## src/rtl/fmul_prod_r4.sv

```systemverilog
// fmul_prod_r4: two-stage binary32 multiplier front end producing the exact,
// unrounded 48-bit significand product and biased exponent for faddsub_r4.

package exe_bus_pkg;
    typedef struct packed {
        logic [31:0] pc;
        logic [3:0]  fpu_op;
        logic [4:0]  rd;
        logic        reg_write;
        logic        FP_reg_write;
    } exe_p_mux_bus_type;
endpackage

module fmul_prod_r4
    import exe_bus_pkg::*;
(
    input  logic              clk,
    input  logic              rst,
    input  logic              en,
    input  logic [1:0]        clear,
    input  logic [31:0]       num1,
    input  logic [31:0]       num2,
    input  logic              p_start,
    output logic              p_result,
    input  exe_p_mux_bus_type fmul_pipeline_signals_i,
    output exe_p_mux_bus_type fmul_pipeline_signals_o,
    output logic              prod_sign,
    output logic [9:0]        prod_exp,
    output logic [47:0]       prod_mant,
    output logic              prod_is_NaN,
    output logic              prod_is_inf,
    output logic              prod_is_zero,
    output logic [4:0]        uu_rd [0:1],
    output logic [1:0]        uu_reg_write,
    output logic [1:0]        uu_FP_reg_write
);

    typedef struct packed {
        logic        sign;
        logic [7:0]  ee;
        logic [23:0] m;
        logic        is_nan;
        logic        is_inf;
        logic        is_zero;
    } operand_t;

    typedef struct packed {
        logic              valid;
        exe_p_mux_bus_type meta;
        operand_t          a;
        operand_t          b;
    } s1_t;

    typedef struct packed {
        logic              valid;
        exe_p_mux_bus_type meta;
        logic              sign;
        logic [9:0]        exp;
        logic [47:0]       mant;
        logic              is_nan;
        logic              is_inf;
        logic              is_zero;
    } s2_t;

    function automatic operand_t unpack_operand(input logic [31:0] x);
        operand_t o;
        o.sign    = x[31];
        o.is_nan  = (x[30:23] == 8'hFF) && (x[22:0] != 23'd0);
        o.is_inf  = (x[30:23] == 8'hFF) && (x[22:0] == 23'd0);
        o.is_zero = (x[30:0] == 31'd0);
        o.m       = {x[30:23] != 8'h00, x[22:0]};
        // Subnormals share the exponent of the smallest normal; the hidden bit carries the difference.
        o.ee      = (x[30:23] == 8'h00) ? 8'd1 : x[30:23];
        return o;
    endfunction

    s1_t  s1_d, s1_q;
    s2_t  s2_d, s2_q;
    s2_t  prod;
    logic prod_nan, prod_inf, prod_zero;

    always_comb begin
        // NOTE: a default assignment first keeps every path driven, so no latch is inferred.
        s1_d = s1_q;
        if (clear[0]) begin
            s1_d = '0;
        end else if (en) begin
            s1_d = '0;
            if (p_start) begin
                s1_d.valid = 1'b1;
                s1_d.meta  = fmul_pipeline_signals_i;
                s1_d.a     = unpack_operand(num1);
                s1_d.b     = unpack_operand(num2);
            end
        end
    end

    always_comb begin
        prod_nan  = s1_q.a.is_nan || s1_q.b.is_nan
                 || (s1_q.a.is_inf && s1_q.b.is_zero)
                 || (s1_q.a.is_zero && s1_q.b.is_inf);
        prod_inf  = !prod_nan && (s1_q.a.is_inf || s1_q.b.is_inf);
        prod_zero = !prod_nan && !prod_inf && (s1_q.a.is_zero || s1_q.b.is_zero);

        // Bubbles stay all-zero so idle output slots read 0 rather than a -127 exponent.
        prod = '0;
        if (s1_q.valid) begin
            prod.valid   = 1'b1;
            prod.meta    = s1_q.meta;
            prod.is_nan  = prod_nan;
            prod.is_inf  = prod_inf;
            prod.is_zero = prod_zero;
            prod.sign    = prod_nan ? 1'b0 : (s1_q.a.sign ^ s1_q.b.sign);
            if (!(prod_nan || prod_inf || prod_zero)) begin
                prod.mant = {24'd0, s1_q.a.m} * {24'd0, s1_q.b.m};
                prod.exp  = {2'b00, s1_q.a.ee} + {2'b00, s1_q.b.ee} - 10'd127;
            end
        end
    end

    always_comb begin
        s2_d = s2_q;
        if (clear[1]) begin
            s2_d = '0;
        end else if (en) begin
            s2_d = prod;
        end
    end

    always_ff @(posedge clk) begin
        // NOTE: sequential state uses non-blocking assignments so both stages update from pre-edge values.
        if (rst) begin
            s1_q <= '0;
            s2_q <= '0;
        end else begin
            s1_q <= s1_d;
            s2_q <= s2_d;
        end
    end

    assign p_result                = s2_q.valid;
    assign fmul_pipeline_signals_o = s2_q.meta;
    assign prod_sign               = s2_q.sign;
    assign prod_exp                = s2_q.exp;
    assign prod_mant               = s2_q.mant;
    assign prod_is_NaN             = s2_q.is_nan;
    assign prod_is_inf             = s2_q.is_inf;
    assign prod_is_zero            = s2_q.is_zero;

    assign uu_rd[0]        = s1_q.meta.rd;
    assign uu_rd[1]        = s2_q.meta.rd;
    assign uu_reg_write    = {s2_q.meta.reg_write, s1_q.meta.reg_write};
    assign uu_FP_reg_write = {s2_q.meta.FP_reg_write, s1_q.meta.FP_reg_write};

endmodule

```

## config.mk

```make
export PLATFORM = sky130hd
export DESIGN_NAME = fmul_prod_r4
export DESIGN_NICKNAME = d
export VERILOG_FILES = /design/src/rtl/fmul_prod_r4.sv
export SDC_FILE = /design/constraint.sdc
export NUM_CORES = 2
export LEC_CHECK = 0
export CAP_MARGIN = 20
export CORE_MARGIN = 10
export CORE_UTILIZATION = 61
export DETAILED_ROUTE_END_ITERATION = 16
export GPL_TIMING_DRIVEN = 0
export PLACE_DENSITY = 0.85
export SETUP_SLACK_MARGIN = 0.15
export SLEW_MARGIN = 20
export SYNTH_ARGS = -nofsm -noshare
export SYNTH_HDL_FRONTEND = slang
export SYNTH_SLANG_ARGS = --single-unit
```

## constraint.sdc

```tcl
create_clock -name clk -period 9.3 [get_ports clk]
set_clock_uncertainty 0.05 [all_clocks]
set_input_delay 1.395 -clock clk [delete_from_list [all_inputs] [get_ports clk]]
set_output_delay 1.395 -clock clk [all_outputs]
set_load 0.01 [all_outputs]
```

Word-level counts from Yosys, hierarchy flattened
Cells that the tools add are included.

Register bits: 222. Latch bits: 0. Bits in writable memories: 0. ROM bits: 0. Input port bits: 113. Word-level logic and storage cells: 72. Memories kept: 0.

Add/subtract/negate cells: 2. $mul: 1. Div/mod/pow operators: 0. Magnitude comparators: 0. Equality and inequality tests: 2. Shift-type cells: 0. Mux-type cells: 6. Bitwise logic cells: 1. Reductions and logical operators: 30.

Operators by type and width (count): two-way mux 116 bit (1); two-way mux 106 bit (1); logical NOT 31 bit (2); two-way mux 58 bit (1); multiplier 24 x 24 -> 48 bit (1); logical NOT 23 bit (2); nonzero test 23 bit (2); == test 8 bit (second input constant) (2); logical NOT 8 bit (2); two-way mux 8 bit (2); nonzero test 8 bit (2); subtractor 9 x 7 -> 10 bit (second input constant) (1); adder 8 x 8 -> 9 bit (1); logical AND 1 bit (9); logical OR 1 bit (7); OR reduction 2 bit (2); logical NOT 1 bit (2); two-way mux 1 bit (1); XOR 1 bit (1).

Depth between registers and ports, before layout
Depth in word-level cells: 11. Mapped depth: 28. Mapped depth without buffers: 25.

Worst setup path before layout
No wires, ideal clock.

Kind: register -> register. From: reg s1_q[6] (netlist bit). To: reg s2_q, in the netlist prod_mant[43]. Setup time: 0.124 ns. Arrival time: 6.712 ns. Path slack: 2.413 ns. Cell stages (with the launch flop): 28. Buffers on the path: 2. Clock period less this slack: 6.887 ns. Cell sequence: dfxtp_1 clkbuf_1 clkbuf_1 nand2_1 fa_1 inv_1 fa_1 inv_1 fa_1 inv_1 fa_1 inv_1 fa_1 inv_1 fa_1 inv_1 fa_1 inv_1 ha_1 nand3_1 or3_1 a2111oi_2 nand3b_4 a41oi_4 a41oi_4 a31oi_2 xor2_1 o21ai_1.

Cells in the longest elaborated chain, start to end: 3.

RTL lines: start, declared (RTL line 77) `s1_t s1_d, s1_q;`; start signal, assigned (RTL line 133) `s1_q <= '0;`; start signal, assigned (RTL line 136) `s1_q <= s1_d;`; multiplier 24 x 24 -> 48 bit (RTL line 115) `prod.mant = {24'd0, s1_q.a.m} * {24'd0, s1_q.b.m};`; two-way mux 58 bit (RTL line 114) `if (!(prod_nan || prod_inf || prod_zero)) begin`; two-way mux 106 bit (RTL line 107) `if (s1_q.valid) begin`; end signal, assigned (RTL line 134) `s2_q <= '0;`; end signal, assigned (RTL line 137) `s2_q <= s2_d;`; end, declared (RTL line 78) `s2_t s2_d, s2_q;`.

Every way passes these cells. A chain may end at the register's enable or synchronous reset.

Worst setup path after layout
From: reg s1_q[49] (netlist bit). To: reg s2_q, in the netlist prod_mant[46].

Same word-level chain as after synthesis.

==> impl_metrics.env <==
export IMPL_synth_ff_type="dfxtp_1"
export IMPL_grt_total_usage_pct=33.83
export IMPL_holdPathEnd="prod_mant[32]"
export IMPL_worstMarginPinSlew_ps=1120
export IMPL_die_area_um2=53000
export IMPL_worst_slack_ps=739.6
export IMPL_yosys_area_top_type="fa_1"
export IMPL_clock_path_buffers=3
export IMPL_final_common_cell="inv_1"
export IMPL_hold_start="prod_mant[32]"
export IMPL_area_growth_pct=14.11
export IMPL_pwr_share_clk_pct=42.9
export IMPL_die_w_um=230.2
export IMPL_arrival_ps=8940
export IMPL_pre_cts_ws_ps=1138
export IMPL_synthCells=3040
export IMPL_fin_crit_sh_pct=92.05
export IMPL_critPathCaptureType="flip-flop"
export IMPL_combPwrFrac_pct=11.1
export IMPL_h_tree_depth=1
export IMPL_synth_area_top_cells="fa_1 (36%), dfxtp_1 (16%), ha_1 (8.8%)"
export IMPL_rrSetupSlack_ps=740
export IMPL_ir_drop_mv=0.1581
export IMPL_yosysSeqAreaShare_pct=16.49
export IMPL_grt_first_pass_wirelength_um=139000
export IMPL_via_count=22780
export IMPL_grt_pass1_vias=24490
export IMPL_multi_input_area_um2=19580
export IMPL_postSynthAreaPerCell_um2=8.868
export IMPL_clkTransAtPathRegs_ps=60
export IMPL_period_minus_slack_ps=8560
export IMPL_cellInternalPower_w=0.001564
export IMPL_slew_violations=0
export IMPL_routed_wl_um=89130
export IMPL_power_switching_w=0.0005644
export IMPL_io_pins=233
export IMPL_dieHeight_um=230.2
export IMPL_grt_antenna_before_repair=10
export IMPL_min_path_cells=2
export IMPL_critPathMaxFanout=10
export IMPL_min_path_type="flip-flop to flip-flop"
export IMPL_timing_rr_start="s1_q[49]"
export IMPL_numCtsBuffers=22
export IMPL_fmax_ghz=0.1168
export IMPL_port_buffers=232
export IMPL_fin_tns_setup_ps=0
export IMPL_relSlewSlack_pct=25.00
export IMPL_status="finished, final reports clean"
export IMPL_critPathLaunch="s1_q[49]"
export IMPL_grt_max_degree=15
export IMPL_regArea_um2=4444
export IMPL_syn_nets=3825
export IMPL_drt_drc_violations_left=0
export IMPL_root_buffer="clkbuf_16"
export IMPL_cts_tree="yes"
export IMPL_synth_edf_count=0
export IMPL_ctsResizeCount=0
export IMPL_synth_area_um2=26960
export IMPL_seqPwrFrac_pct=45.9
export IMPL_clkSinkCount=222
export IMPL_drive_above_1_share_pct=1.783
export IMPL_synth_top_cell_area_share_pct=35.87
export IMPL_core_area_um2=43360
export IMPL_reg2regPathDepth=24
export IMPL_hold_viol_final=0
export IMPL_swShare_pct=26.52
export IMPL_start_kind="flip-flop"
export IMPL_finalSetupViolCount=0
export IMPL_fin_nets=4081
export IMPL_avgViaCountPerCell=5.833
export IMPL_holdBufCountCts=0
export IMPL_p_per_area_nw_per_um2=69.18
export IMPL_firstDrtPassIters=6
export IMPL_dp_hpwl_um=72970
export IMPL_r2r_end="prod_mant[46]"
export IMPL_synth_distinct_cells=61
export IMPL_synth_seq_cells=222
export IMPL_final_antenna_net_count=0
export IMPL_path_class="flip-flop to flip-flop"
export IMPL_overflow=0
export IMPL_rows=76
export IMPL_crit_required_ps=9680
export IMPL_rsz0062_at_grt="no"
export IMPL_final_cell_mix="inv_1 (577), fa_1 (483), nand2_1 (371)"
export IMPL_drt_initial_drc_count=2044
export IMPL_yosys_warnings=0
export IMPL_post_cts_buffers=0
export IMPL_synth_async_reset_ratio_pct=0
export IMPL_p_leak_nw=14.04
export IMPL_drv_cap=0
export IMPL_insertion_delay_ps=540
export IMPL_routabilityCongestion=1.001
export IMPL_start_util_pct=62.17
export IMPL_wl_per_cell_um=22.82
export IMPL_n_fill_cell=3415
synth_stat cells (14+ instances only):
library cell / instances
xnor2_1: 28
ha_1: 189
xor2_1: 18
dfxtp_1: 222
inv_1: 577
a21oi_1: 71
nor4_1: 15
nand2_1: 371
o21ai_0: 49
nand3_1: 18
nor2_1: 207
buf_4: 14
a21o_1: 16
nand2b_1: 14
clkbuf_1: 168
a22oi_1: 175
and2_1: 287
fa_1: 483
registers in the layout, summed over array words and instances (netlist names):
signal	cells
prod_is_zero	1
uu_FP_reg_write	1
uu_reg_write	1
prod_is_NaN	1
s1_q	109
fmul_pipeline_signals_o	43
uu_rd	5
prod_is_inf	1
p_result	1
prod_mant	48
prod_exp	10
prod_sign	1
through the flow:
stage          total power, W  cells  cell area [um2]  hold slack, ps  utilization (%)
2_1_floorplan        0.001097   3040            26960           390.9                -
3_3_place_gp         0.001219   3857            30010           383.9            69.21
3_5_place_dp         0.001226   3857            30010           393.5            69.21
4_1_cts              0.002121   3894            30740           408.0            70.88
5_1_grt              0.002178   3901            30750           426.0            70.92
6_report             0.002128   3905            30760           402.6            70.95
critical path, stage by stage (launching register included):
cell	delay, ps
dfxtp_1	600
clkbuf_1	830
nand2_1	200
fa_1	570
fa_1	550
inv_1	50
fa_1	500
inv_1	50
fa_1	550
inv_1	90
fa_1	480
fa_1	520
inv_1	60
fa_1	480
inv_1	40
ha_1	350
a21oi_1	180
o21ai_0	180
a311oi_1	800
o21ai_0	180
nand3b_1	150
nand3_1	230
o2111ai_1	360
nand3_1	130
a32o_1	250
area by class of cell:
type | instances | area share [%]
timing repair buffer | 232 | 7.549
sequential | 222 | 14.45
clock inverter | 7 | 0.3986
tap | 585 | 2.379
multi-input combinational | 2051 | 63.65
clock buffer | 30 | 1.952
antenna | 11 | 0.08948
inverter | 578 | 7.052
buffer | 189 | 2.485
cells by family after synthesis:
kind of cell / synth area share, %
and+or+nand+nor: 16.95
adders and majority gates: 44.64
buffers and inverters: 10.88
AOI/OAI and AO/OA: 9.473
DFF: 16.49
muxes: 0.07426
xor gates and xnor gates: 1.494
how the worst max path moves through the flow:
stage | end | slack (ps) | cells past startpoint
final | prod_mant[46] | 740 | 24
after floorplan | prod_mant[43] | 2410 | 27
after global placement | prod_mant[47] | 1170 | 26
after global routing | prod_mant[46] | 540 | 23
after detailed placement | prod_mant[46] | 1140 | 24
after CTS | prod_mant[46] | 1090 | 24
power groups by stage:
stage	Sequential, W	Combinational (W)	Clock [W]
6_report	0.000978	0.000237	0.000914
5_1_grt	0.000977	0.000251	0.000949
2_1_floorplan	0.000988	0.000108	0
3_3_place_gp	0.000997	0.000222	0
4_1_cts	0.000976	0.000230	0.000915
3_5_place_dp	0.000998	0.000228	0
metal layers:
metal | GRT usage, % | wire, um | vias to the layer above
li1 | - | - | 9856
met1 | 41.57 | 32320 | 11360
met2 | 53.66 | 40370 | 1267
met3 | 9.764 | 11230 | 289
met4 | 17.04 | 5204 | 2
met5 | 0 | 10 | -
No activity file was read; power rests on OpenSTA's default activity.
